===== src/rtl/seq_key_responder.sv =====
// seq_key_responder: watches qualified bus accesses in one page, matches an
// address nibble field against a programmed key sequence, and once the whole
// sequence has been seen answers qualified reads with an LFSR bit stream.
module seq_key_responder #(
    parameter int                      KEY_LEN   = 4,
    parameter int                      NIB_W     = 4,
    parameter logic [KEY_LEN*NIB_W-1:0] KEY      = {4'h9, 4'hA, 4'h8, 4'h2},
    parameter logic [1:0]              PAGE      = 2'b01,
    parameter int                      LFSR_W    = 6,
    parameter logic [LFSR_W-1:0]       LFSR_SEED = 6'b101101,
    parameter logic [LFSR_W-1:0]       LFSR_TAPS = 6'b000011,
    parameter int                      RESP_LEN  = 8,
    parameter bit                      WR_RELOCK = 1'b1,
    localparam int                     IDX_W     = $clog2(KEY_LEN + 1)
) (
    input  logic             clk,
    input  logic             rst_n,
    input  logic             acc_stb,
    input  logic             sel_n,
    input  logic [1:0]       ba_page,
    input  logic [NIB_W-1:0] ba_key,
    input  logic             br_w,
    output logic             sdrd_o,
    output logic             sdrd_oe,
    output logic             unlocked,
    output logic [IDX_W-1:0] key_idx
);

    // The response counter keeps at least one bit so RESP_LEN=0 still elaborates.
    localparam int CNT_W = (RESP_LEN < 1) ? 1 : $clog2(RESP_LEN + 1);
    localparam logic [CNT_W-1:0] RESP_LAST = CNT_W'((RESP_LEN > 0) ? (RESP_LEN - 1) : 0);
    localparam logic [IDX_W-1:0] LAST_IDX  = IDX_W'(KEY_LEN - 1);

    if (KEY_LEN < 2) begin : g_chk_key_len
        $fatal(1, "seq_key_responder: KEY_LEN must be at least 2");
    end
    if (LFSR_SEED == '0) begin : g_chk_seed
        $fatal(1, "seq_key_responder: LFSR_SEED must be non-zero");
    end
    if (LFSR_TAPS == '0) begin : g_chk_taps
        $fatal(1, "seq_key_responder: LFSR_TAPS must be non-zero");
    end

    typedef enum logic [0:0] {
        ST_LOCKED   = 1'b0,
        ST_UNLOCKED = 1'b1
    } state_t;

    state_t            state_r, state_s;
    logic [IDX_W-1:0]  idx_r, idx_s;
    logic [LFSR_W-1:0] lfsr_r, lfsr_s;
    logic [CNT_W-1:0]  cnt_r, cnt_s;
    logic              oe_s;
    logic              qa_s;

    // Select key step i from the packed key without a variable part-select.
    function automatic logic [NIB_W-1:0] key_at(input logic [IDX_W-1:0] i);
        logic [NIB_W-1:0] r;
        r = '0;
        for (int j = 0; j < KEY_LEN; j++) begin
            r = (i == IDX_W'(j)) ? KEY[j*NIB_W +: NIB_W] : r;
        end
        return r;
    endfunction

    assign qa_s = acc_stb & ~sel_n & (ba_page == PAGE);

    // Next-state, key matching and response-read decode.
    always_comb begin
        state_s = state_r;
        idx_s   = idx_r;
        lfsr_s  = lfsr_r;
        cnt_s   = cnt_r;
        oe_s    = 1'b0;
        case (state_r)
            ST_LOCKED: begin
                if (qa_s && br_w) begin
                    if (ba_key == key_at(idx_r)) begin
                        if (idx_r == LAST_IDX) begin
                            state_s = ST_UNLOCKED;
                            idx_s   = '0;
                            lfsr_s  = LFSR_SEED;
                            cnt_s   = '0;
                        end else begin
                            idx_s = idx_r + IDX_W'(1);
                        end
                    end else begin
                        // A wrong nibble may itself be the first key step.
                        idx_s = (ba_key == KEY[NIB_W-1:0]) ? IDX_W'(1) : IDX_W'(0);
                    end
                end else if (qa_s) begin
                    idx_s = '0;
                end else begin
                    idx_s = idx_r;
                end
            end
            ST_UNLOCKED: begin
                if (qa_s && br_w) begin
                    oe_s   = 1'b1;
                    lfsr_s = {^(lfsr_r & LFSR_TAPS), lfsr_r[LFSR_W-1:1]};
                    cnt_s  = cnt_r + CNT_W'(1);
                    if ((RESP_LEN != 0) && (cnt_r == RESP_LAST)) begin
                        state_s = ST_LOCKED;
                    end else begin
                        state_s = ST_UNLOCKED;
                    end
                end else if (qa_s && WR_RELOCK) begin
                    state_s = ST_LOCKED;
                    idx_s   = '0;
                end else begin
                    state_s = ST_UNLOCKED;
                end
            end
            default: begin
                state_s = ST_LOCKED;
                idx_s   = '0;
            end
        endcase
    end

    // State, match index, LFSR and response counter registers.
    always_ff @(posedge clk or negedge rst_n) begin
        if (!rst_n) begin
            state_r <= ST_LOCKED;
            idx_r   <= '0;
            lfsr_r  <= LFSR_SEED;
            cnt_r   <= '0;
        end else begin
            state_r <= state_s;
            idx_r   <= idx_s;
            lfsr_r  <= lfsr_s;
            cnt_r   <= cnt_s;
        end
    end

    // The response bit must appear in the same cycle as the read strobe.
    assign sdrd_oe  = oe_s;
    assign sdrd_o   = oe_s & lfsr_r[0];
    assign unlocked = (state_r == ST_UNLOCKED);
    assign key_idx  = idx_r;

endmodule

===== config.mk =====
export PLATFORM = sky130hd
export DESIGN_NAME = seq_key_responder
export DESIGN_NICKNAME = d
export VERILOG_FILES = /design/src/rtl/seq_key_responder.sv
export SDC_FILE = /design/constraint.sdc
export NUM_CORES = 1
export LEC_CHECK = 0
export ABC_AREA = 1
export CAP_MARGIN = 10
export CELL_PAD_IN_SITES_DETAIL_PLACEMENT = 0
export CELL_PAD_IN_SITES_GLOBAL_PLACEMENT = 2
export CORE_MARGIN = 1.5
export CORE_UTILIZATION = 37
export CTS_CLUSTER_DIAMETER = 60
export CTS_CLUSTER_SIZE = 14
export DETAILED_ROUTE_END_ITERATION = 10
export DONT_BUFFER_PORTS = 1
export PLACE_DENSITY = 0.88
export SYNTH_ARGS = -nofsm -noshare
export SYNTH_HDL_FRONTEND = slang
export SYNTH_SLANG_ARGS = --single-unit

===== constraint.sdc =====
create_clock -name clk -period 4.1 [get_ports clk]
set_input_delay 1.025 -clock clk [delete_from_list [all_inputs] [get_ports clk]]
set_output_delay 1.025 -clock clk [all_outputs]
set_load 0.02 [all_outputs]

# [Word-level counts from Yosys, hierarchy flattened]
# Cells that the tools add are included.
[totals] regBits=14 latchBits=0 mem_bits_rw=0 romBits=0 in_bits=11 elab_cells=57 mem_count=0
[op_classes] addsub=2 multipliers=0 div=0 n_lt_le_gt_ge=0 eq_ne=12 shifts=0 mux=30 bitwise_logic=5 reduce_logical=4
[ops] operator="two-way mux 4 bit" count=7
[ops] operator="two-way mux 6 bit" count=4
[ops] operator="two-way mux 3 bit" count=5
[ops] operator="case mux 6 bit (2 select lines)" count=1
[ops] operator="two-way mux 1 bit" count=9
[ops] operator="inequality test 2 bit, second input constant" count=4
[ops] operator="case mux 4 bit (2 select lines)" count=1
[ops] operator="equality test 3 x 2 -> 1 bit, second input constant" count=2
[ops] operator="case mux 3 bit (2 select lines)" count=1
[ops] operator="parity 6 bit" count=1
[ops] operator="adder 4 x 1 -> 4 bit, second input constant" count=1
[ops] operator="equality test 4 x 2 -> 1 bit, second input constant" count=1
[ops] operator="equality test 4 x 3 -> 1 bit, second input constant" count=1
[ops] operator="equality test 4 bit" count=1
[ops] operator="AND reduction 4 bit" count=1
[ops] operator="adder 3 x 1 -> 3 bit, second input constant" count=1
[ops] operator="bitwise AND 1 bit" count=3
[ops] operator="equality test 3 x 1 -> 1 bit, second input constant" count=1
[ops] operator="zero test 3 bit" count=1
[ops] operator="equality test 2 x 1 -> 1 bit, second input constant" count=1
[ops] operator="two-way mux 2 bit" count=1
[ops] operator="inequality test 2 x 1 -> 1 bit, second input constant" count=1
[ops] operator="inverter 1 bit" count=2
[ops] operator="case mux 1 bit (2 select lines)" count=1
[ops] operator="logical AND 1 bit" count=1

# [Depth between registers and ports, before layout]
[depth] depth_word=9 ltp_mapped=12 depth_no_buf=12

# [Least setup slack after synthesis]
# OpenSTA, ideal clock, no wires.
[synth_timing] kind="input-to-output" start="input sel_n" end="output sdrd_o" arrival_time_ps=2025 slack_ps=1050 path_stages=6 n_path_buf=1 path_cell_list="nor2_4 > nand3_2 > nor2_4 > inv_2 > buf_4 > nor2_1"
[synth_via] elab_chain_cells=7
[synth_rtl] element="start, declared" line="19" rtl="input logic sel_n,"
[synth_rtl] element="inverter 1 bit" line="66" rtl="assign qa_s = acc_stb & ~sel_n & (ba_page == PAGE);"
[synth_rtl] element="bitwise AND 1 bit (2 in series)" line="66"
[synth_rtl] element="logical AND 1 bit" line="98" rtl="if (qa_s && br_w) begin"
[synth_rtl] element="two-way mux 1 bit" line="98"
[synth_rtl] element="two-way mux 1 bit" line="75" rtl="case (state_r)"
[synth_rtl] element="net sdrd_oe" line="24" rtl="output logic sdrd_oe,"
[synth_rtl] element="bitwise AND 1 bit" line="138" rtl="assign sdrd_o = oe_s & lfsr_r[0];"
[synth_rtl] element="end, declared" line="23" rtl="output logic sdrd_o,"
# The timed path passes the listed nets, and every way through them passes these cells.

# [Worst setup path after layout]
# Same ends and word-level chain as after synthesis.

==> flow_summary.yaml <==
pwr:
  vdd_drop_max_v: 0.000178
  p_total_uw: 265
  p_int_uw: 192
  power_density_nw_per_um2: 263
  switching_share: 0.277
  p_sw_uw: 73.6
  seqPwrFrac: 0.563
  power.leakage_nw: 0.496
  p_comb_frac: 0.122
  p_clk_frac: 0.315
yosys:
  synth.distinct_cells: 24
  synthCells: 124
  syn_nets: 140
  ys_ff_latch: 14
  synth_largest_area_cell: "dfrtp_1"
  synth.area.top_cells: "dfrtp_1, nand2_1, nand3_2"
  yosysWarnings: 0
  syn_area_per_cell_sq_um: 7.79
  synth_top_area_frac: 0.259
  syn-cell-area_sq_um: 966
  ys_seq_area_frac: 0.368
global_routing:
  grt-ovfl-total: 0
  grtUsageTotal: 0.139
  grt_antenna_before_repair: 0
  grt_max_degree: 15
  grt_pass1_vias: 719
  grt_pass1_wl_microns: 2900
timing:
  timing.slew.headroom: 0.673
  max_freq_mhz: 321
  setup_violations: 0
  layout_setup_ws_ns: 0.983
  finalCritPeriodShare: 0.760
  finalHoldViolations: 0
  rsz0062_at_grt: "false"
  maxSlewViolCount: 0
  fin_crit_ns: 3.12
  skew_ns: 0.00707
  worstMarginPinSlew_ns: 0.489
  setup-tns-final_ns: 0
layout:
  num_antenna_cells: 0
  final.fill_count: 269
  finalNetCount: 143
  final_layout_size_suffix_gt1_frac: 0.238
  syn2layout_area_growth_pct: 4.66
  layout_commonest_cell: "nand2_1"
  design_area_sq_um: 1010
  seq_area_sq_um: 355
  multiInputGateArea_sq_um: 532
  final_cell_mix: "nand2_1, inv_1, nor2_1"
clock_tree:
  htree_levels: 1
  clk-insertion-delay-late_ns: 0.28
  cts_tree: "yes"
  cts_root_buffer: "clkbuf_4"
  hold_buffers: 0
  cts_buffers: 3
  postCtsSetupRepairBufs: 0
  cts_resized: 0
  numClockSinks: 14
  path_clk_slew_ns: 0.09
  clk_path_buf_depth: 2
critical_path:
  endpoint_kind: "primary output"
  worstPathArrival_ns: 2.09
  start_kind: "input port"
  regToRegSetupSlack_ns: 1.94
  cp_slowest_stage_delay_ns: 0.35
  crit_chain: "nor2_4 > nand3_2 > nor2_4 > inv_2 > nor2_1"
  critPathRequiredTime_ns: 3.07
  cp_max_fo: 13
  cpMostUsedCell: "nor2_4"
  cpMaxStageDelayCell: "nor2_1"
  critPathKind: "in -> out"
detailed_routing:
  vias_per_cell: 4.81
  drt_wl_total_microns: 1800
  num_vias: 751
  wl_per_cell_microns: 11.6
  drc_errors: 0
  ant_nets: 0
  drt_iter0_markers: 8
  dr.pass1.iters: 4
floorplanning:
  start_util: 0.390
  coreArea_sq_um: 2480
  die_x_microns: 54.1
  ios: 17
  fp.dieH_microns: 54.1
  die-area_sq_um: 2930
  row_count: 18
place:
  place.gp.congestion: 0.687
  portBuffers: 0
  dp_hpwl_microns: 1430
  placed_area_sq_um: 985
  place_ws_ns: 0.972
run:
  max-cap-violations: 0
worst_hold_path:
  hold_class: "in -> async"
run_status:
  status: "complete, no violations"
## layer usage
layer	share of wire	routed length (microns)	vias up	global-route usage
met5	0	0	-	0
met4	0.0072	13	0	0.0583
met3	0.047	85	2	0.0306
met2	0.50	910	10	0.240
met1	0.44	793	342	0.164
li1	-	-	397	-
## per-stage QoR
step / std cells / utilization / hold WS [ns]
6_report: 156 / 0.408 / 0.426
2_1_floorplan: 124 / - / 0.451
5_1_grt: 156 / 0.408 / 0.408
3_5_place_dp: 152 / 0.397 / 0.474
4_1_cts: 156 / 0.408 / 0.417
3_3_place_gp: 152 / 0.397 / 0.461
## layout make-up
type | instances | share of cell area
multi-input cells | 92 | 0.526
flip-flops and latches | 14 | 0.351
inverters | 16 | 0.0594
well taps | 30 | 0.0371
clock buffers | 4 | 0.0260
## cell families (layout without fill, tap and decap cells)
| family | count (synthesis) | after routing | synth area share |
|---|---|---|---|
| AO/OA/AOI/OAI | 8 | 8 | 0.0414 |
| XOR/XNOR | 1 | 1 | 0.00907 |
| adder cells (fa/ha/maj) | 5 | 5 | 0.0648 |
| buffers and inverters | 18 | 20 | 0.0816 |
| flip-flops | 14 | 14 | 0.368 |
| AND/OR/NAND/NOR | 78 | 78 | 0.435 |
## flip-flops by register name, summed over array words and instances, names as in the netlist
register and cells:
lfsr_r 6, cnt_r 4, key_idx 3, unlocked 1
## cells in the mapped netlist
cell type and count:
a21oi_1 2, buf_4 1, buf_6 1, dfrtp_1 10, dfstp_2 4, ha_1 5, inv_1 12, inv_2 4
nand2_1 33, nand2_2 1, nand3_1 10, nand3_2 11, nand4_1 1, nand4_2 1, nor2_1 12, nor2_2 2
nor2_4 2, nor3_1 1, nor3b_1 1, o21ai_0 5, o21ai_1 1, or2_0 1, or2_2 2, xor2_1 1
## power groups by stage
stage | sequential, mW | clock, mW | combinational (mW)
after floorplan | 0.151 | 0 | 0.0275
final | 0.149 | 0.0836 | 0.0325
after global placement | 0.152 | 0 | 0.0326
after global routing | 0.150 | 0.0892 | 0.0377
after detailed placement | 0.152 | 0 | 0.0331
after CTS | 0.150 | 0.0851 | 0.0332
## worst max-delay path, delay by kind of cell
family / cells / cell delay (ns)
simple gates: 4 / 0.86
buf+inv: 1 / 0.21
## final timing paths
path / cells after the start / end / start
setup / recovery: 5 / sdrd_o / sel_n
hold / removal: 0 / lfsr_r[4]$_DFFE_PN0P_ / rst_n
setup reg to reg: 9 / lfsr_r[5]$_DFFE_PN1P_ / key_idx[0]$_DFFE_PN0N_
hold reg to reg: 2 / lfsr_r[2]$_DFFE_PN1P_ / lfsr_r[2]$_DFFE_PN1P_
max in group asynchronous: 0 / lfsr_r[0]$_DFFE_PN1P_ / rst_n
min in group clk: 2 / lfsr_r[2]$_DFFE_PN1P_ / lfsr_r[2]$_DFFE_PN1P_
Power figures use the tool's default switching activity.
